**src/rtl/regfile_wb_arbiter.sv**
```systemverilog
// rtl/regfile_wb_arbiter.sv - register file write-port arbiter with B-writer scoreboard
module regfile_wb_arbiter #(
  parameter int AW       = 5,
  parameter int DW       = 32,
  parameter int MAX_WAIT = 4
) (
  input  logic          clk,
  input  logic          rst,
  input  logic          a_we,
  input  logic [AW-1:0] a_wa,
  input  logic [DW-1:0] a_wd,
  output logic          a_stall,
  input  logic          b_valid,
  input  logic [AW-1:0] b_wa,
  input  logic [DW-1:0] b_wd,
  output logic          b_ready,
  input  logic          iss_valid,
  input  logic [AW-1:0] iss_rd,
  output logic          iss_ready,
  input  logic [AW-1:0] chk_ra1,
  input  logic [AW-1:0] chk_ra2,
  output logic          busy1,
  output logic          busy2,
  output logic          rf_we,
  output logic [AW-1:0] rf_wa,
  output logic [DW-1:0] rf_wd
);

  localparam int NR = 1 << AW;
  localparam int CW = $clog2(MAX_WAIT + 1);

  typedef enum logic [1:0] {IDLE, WAIT, FORCE} state_t;

  state_t        state, state_nx;
  logic [CW-1:0] wait_cnt, wait_cnt_nx;
  logic [NR-1:0] pending, pending_nx;
  logic          a_eff;
  logic          b_hs;
  logic          win;
  logic [AW-1:0] win_wa;
  logic [DW-1:0] win_wd;

  // A has fixed priority unless the starvation guard is stalling it this cycle
  assign a_eff   = a_we & ~a_stall;
  assign b_ready = ~a_eff;
  assign b_hs    = b_valid & b_ready;
  assign win     = a_eff | b_hs;
  assign win_wa  = a_eff ? a_wa : b_wa;
  assign win_wd  = a_eff ? a_wd : b_wd;

  // A same-cycle B commit to the issued register frees it for reissue (WAW check)
  assign iss_ready = ~pending[iss_rd] | (b_hs & (b_wa == iss_rd));
  // Busy is the registered scoreboard only; commit forwarding lives elsewhere
  assign busy1 = pending[chk_ra1];
  assign busy2 = pending[chk_ra2];

  // Starvation FSM: count consecutive B losses, then force one A stall
  always_comb begin
    state_nx    = state;
    wait_cnt_nx = wait_cnt;
    case (state)
      IDLE: begin
        if (b_valid && a_eff) begin
          state_nx    = WAIT;
          wait_cnt_nx = CW'(1);
        end
      end
      WAIT: begin
        if (!b_valid || b_hs) begin
          state_nx    = IDLE;
          wait_cnt_nx = '0;
        end else if (wait_cnt == CW'(MAX_WAIT)) begin
          state_nx    = FORCE;
          wait_cnt_nx = '0;
        end else begin
          wait_cnt_nx = wait_cnt + CW'(1);
        end
      end
      FORCE: begin
        state_nx    = IDLE;
        wait_cnt_nx = '0;
      end
      default: begin
        state_nx    = IDLE;
        wait_cnt_nx = '0;
      end
    endcase
  end

  // Scoreboard next value: clear on B commit, then set on issue so set wins
  always_comb begin
    pending_nx = pending;
    if (b_hs) begin
      pending_nx[b_wa] = 1'b0;
    end
    if (iss_valid && iss_ready && (iss_rd != '0)) begin
      pending_nx[iss_rd] = 1'b1;
    end
    pending_nx[0] = 1'b0;
  end

  // FSM, stall and scoreboard registers; a_stall is high exactly while in FORCE
  always_ff @(posedge clk or posedge rst) begin
    if (rst) begin
      state    <= IDLE;
      wait_cnt <= '0;
      a_stall  <= 1'b0;
      pending  <= '0;
    end else begin
      state    <= state_nx;
      wait_cnt <= wait_cnt_nx;
      a_stall  <= (state_nx == FORCE);
      pending  <= pending_nx;
    end
  end

  // Register-file write port: one-cycle pulse, writes to x0 are swallowed
  always_ff @(posedge clk or posedge rst) begin
    if (rst) begin
      rf_we <= 1'b0;
      rf_wa <= '0;
      rf_wd <= '0;
    end else begin
      rf_we <= win && (win_wa != '0);
      if (win && (win_wa != '0)) begin
        rf_wa <= win_wa;
        rf_wd <= win_wd;
      end
    end
  end

endmodule

```
**config.mk**
```make
export PLATFORM = sky130hd
export DESIGN_NAME = regfile_wb_arbiter
export DESIGN_NICKNAME = d
export VERILOG_FILES = /design/src/rtl/regfile_wb_arbiter.sv
export SDC_FILE = /design/constraint.sdc
export NUM_CORES = 1
export LEC_CHECK = 0
export CORE_ASPECT_RATIO = 2
export CORE_MARGIN = 2
export CORE_UTILIZATION = 50
export DETAILED_ROUTE_END_ITERATION = 6
export PLACE_DENSITY = 0.82
export SLEW_MARGIN = 5
export SYNTH_ARGS = -nofsm -noshare
export SYNTH_HDL_FRONTEND = slang
export SYNTH_SLANG_ARGS = --single-unit
```
**constraint.sdc**
```tcl
create_clock -name clk -period 7.63 [get_ports clk]
set_clock_uncertainty 0.05 [all_clocks]
set_input_delay 1.526 -clock clk [delete_from_list [all_inputs] [get_ports clk]]
set_output_delay 1.526 -clock clk [all_outputs]
set_load 0.005 [all_outputs]
```
==> results by group <==
Run status
  – Status: finished, final reports clean

Hold path
  – WHS Path Cells: 1
  – Endpoint, Worst Hold: rf_wd[19]$_DFFE_PP0P_
  – Hold Path Class: flip-flop to flip-flop
  – HP Start: rf_wd[19]$_DFFE_PP0P_

Drt
  – DRC marker count from the first detailed-route iteration: about 270
  – Via count: 5062
  – Routed Antenna Nets: 0
  – DRT Pass-1 Iters: 7
  – WL/cell: around 23 um
  – Residual DRC: 0
  – Routed WL: about 19000 um
  – DR vias/cell: ~6.3

Logic synthesis
  – Top-area cell type share of the netlist area: between 30% and 40%
  – Ys Warns: 0
  – Post-Synth Simple-Gate Area: 17.55%
  – Post-synth top flop: dfrtp_1
  – Synth top area cells: dfrtp_1 (36%), a41oi_1 (9.7%), nand2_1 (8.3%)
  – Netlist cell types: 55
  – Post-synth EDFFs: 0
  – Syn_nets: about 660
  – Area of the mapped netlist: 5241 sq um
  – Adder-Cell Fraction of Synth Area: less than 1%
  – Sequential area share after synthesis: around 36%
  – Syn Inst Count: 561
  – Ys async rst share: between 90% and 100%
  – Synth cell count leaders: nand2_1 (116), dfrtp_1 (75), a41oi_1 (58)
  – Largest area contributor in the netlist: dfrtp_1
  – Most common cell in the netlist: nand2_1
  – Synth Area in Compound Gates: 20.20%
  – Mean post-synth cell area: around 9.3 sq um
  – Register bit total from synthesis: between 70 and 80
  – Largest family of logic cells by synthesized area: compound AO/OA/AOI/OAI gates
  – Fraction of synthesized area in multiplexers: approximately 17%
  – XOR/XNOR share of the synthesized area: 0.8355%

Finish
  – N_diodes: 0
  – Fin nets: between 700 and 800
  – Layout fillers: between 800 and 900
  – P&R area growth vs syn: 31.85%
  – Design area: ~6900 sq um
  – Fraction of layout cells with a size suffix above 1: between 10% and 20%

Floorplanning
  – Initial Util: 51.64%
  – DIE WIDTH: 76.40 um
  – Die height: approximately 150 um
  – IO Pins: 137
  – CORE AREA: just over 10000 sq um
  – Row cnt: 52
  – Die Area: about 11000 sq um

Clocking
  – Post-CTS Resized: 0
  – Post-CTS Setup Bufs: 0
  – Clk slew on worst S/H paths: 0.06 ns
  – Worst-case clock buffer depth: 2
  – Hold-fix buffers, CTS: 0
  – CTS tree: yes
  – CTS sink count: between 70 and 80
  – H-tree depth: 3
  – TritonCTS buffer count: 9
  – Clk Latency, worst-skew pair: around 0.34 ns
  – Clk root buf: clkbuf_16

GRT
  – First-pass GRT wire length: roughly 29000 um
  – Total grt overflow: 0
  – Initial antenna violation count: 0
  – Vias in the first global route: about 5200
  – GR Util All Layers: between 30% and 40%
  – Largest net degree at the start of global routing: 76

Power
  – P per Cell Area: approximately 210 nW/um^2
  – Lkg Pwr: ~2.9 nW
  – Peak VDD IR: about 0.00013 V
  – Design Power: between 1 and 1.5 mW

STA
  – Post-route setup slack: 1.421 ns
  – Minimum clock period: just over 6 ns
  – Slew HR: about 23%
  – Hold Violations, Final: 0
  – Slew of the pin with the lowest slew margin: about 1.2 ns
  – Worst hold slack: between 0.4 and 0.5 ns
  – Setup tns final: 0 ns
  – RSZ-0062 raised after global routing: no
  – Peak Freq: ~160 MHz
  – Final Cycle Share: approximately four fifths
  – Setup-failing EPs final: 0
  – Pins Over Slew Limit: 0

Critical path
  – Reg2reg start: a_stall$_DFF_PP0_
  – Element type at the critical path end: output port
  – Cell Chain, Critical Path: clkdlybuf4s50_1, mux2i_1, o22ai_1, or4_1, buf_4, a22oi_1, clkdlybuf4s50_1
  – Top delay family on crit path: buffers and inverters
  – Slowest-stage cell, CP: clkdlybuf4s50_1
  – Required time of the critical path: approximately 6.1 ns
  – CP Data Arrival Time: roughly 4.6 ns
  – CP bufs+invs: 3
  – Crit-path max FO: 21
  – CP Class: input port to output port
  – RR Endpoint: rf_wa[1]$_DFFE_PP0P_
  – CP max stage delay: ~1.2 ns
  – Worst Setup Start Kind: input port
  – Worst reg-to-reg path cell count: 7
  – CP dominant cell by count: clkdlybuf4s50_1
  – R2R Setup Slk: roughly 4.6 ns

Flow run
  – Max-cap violation count: 0

Placed design
  – Dpl cell area: approximately 6600 sq um
  – Post-detail-place hpwl: between 10000 and 15000 um
  – Worst slack, placed: 1.473 ns
  – Placer Congestion: 0.9589
  – Number of port buffers: between 100 and 150
==> flip-flops by register name (all words and copies together) (netlist names) <==
register / count
rf_wa: 5
a_stall: 1
state: 2
pending: 31
rf_we: 1
rf_wd: 32
wait_cnt: 3
==> worst max-delay path by stage <==
stage / startpoint / end / slack [ns] / cells after the start
after floorplan: iss_rd[4] / iss_ready / 3.06 / 8
after global placement: iss_rd[1] / iss_ready / 1.50 / 7
after detailed placement: iss_rd[1] / iss_ready / 1.47 / 7
after CTS: iss_rd[1] / iss_ready / 1.46 / 7
after global routing: iss_rd[1] / iss_ready / 1.30 / 7
final: iss_rd[1] / iss_ready / 1.42 / 7
==> through the flow <==
step	utilization [%]	std cells
after floorplan	-	561
after detailed placement	64.65	787
after CTS	68.08	803
after global routing	68.08	803
after global placement	64.65	787
final	68.08	803
==> worst register-to-register path, stage by stage (launching register included) <==
cell,delay (ns)
dfrtp_1,0.45
nor2b_4,0.06
buf_4,0.29
inv_2,0.12
buf_4,0.56
o311ai_2,0.27
nand2_2,0.68
mux2_2,0.44
==> layout by cell type, fill, tap and decap left out, types with 3 or more instances in the layout <==
master	netlist	layout
a221oi_1	5	5
a41oi_1	58	58
and2_1	3	3
and3b_1	3	3
buf_4	3	10
bufinv_16	0	3
clkbuf_16	0	9
clkdlybuf4s50_1	0	136
dfrtp_1	75	75
inv_1	32	30
mux2_1	4	4
mux2_2	34	34
mux2i_1	15	15
mux4_2	14	14
nand2_1	116	116
nand3_1	3	3
nand3b_1	4	4
nand3b_2	3	3
nor2_1	35	35
nor2b_1	7	6
nor3b_1	4	4
o211ai_1	3	3
o21ai_0	5	5
o22ai_1	8	8
o31ai_1	19	19
o31ai_2	8	8
o41a_1	4	4
or2_2	4	4
or3b_1	3	3
or4_1	3	3
==> final cells by class <==
cell class | count | area, sq um | share of cell area [%]
Multi-Input combinational cell | 398 | 2955 | 42.77
Sequential cell | 75 | 1877 | 27.16
Timing Repair Buffer | 146 | 1436 | 20.79
Clock buffer | 9 | 225.2 | 3.259
Tap cell | 135 | 168.9 | 2.444
Clock inverter | 7 | 123.9 | 1.793
Inverter | 33 | 123.9 | 1.793
==> logic make-up after synthesis <==
kind of cell / after synthesis
mux: 67
compound gates: 125
simple gates: 199
fa+ha+maj: 2
xor+xnor: 5
buf+inv: 88
flops: 75
==> layer usage <==
metal  up-vias  wire length (um)  global-route usage (%)
met2       262             10130                   63.45
met3        62              1136                   5.145
met5         -                 0                       0
met4         0              1090                   19.91
li1       2269                 -                       -
met1      2469              6174                   34.47
==> where the power goes <==
part	leakage, nW	internal [mW]	switching (mW)	total [mW]
registers	0.867	0.461	0.0741	0.535
clock network	0.166	0.322	0.178	0.499
logic	1.86	0.231	0.196	0.427
(Power assumes the default switching activity.)
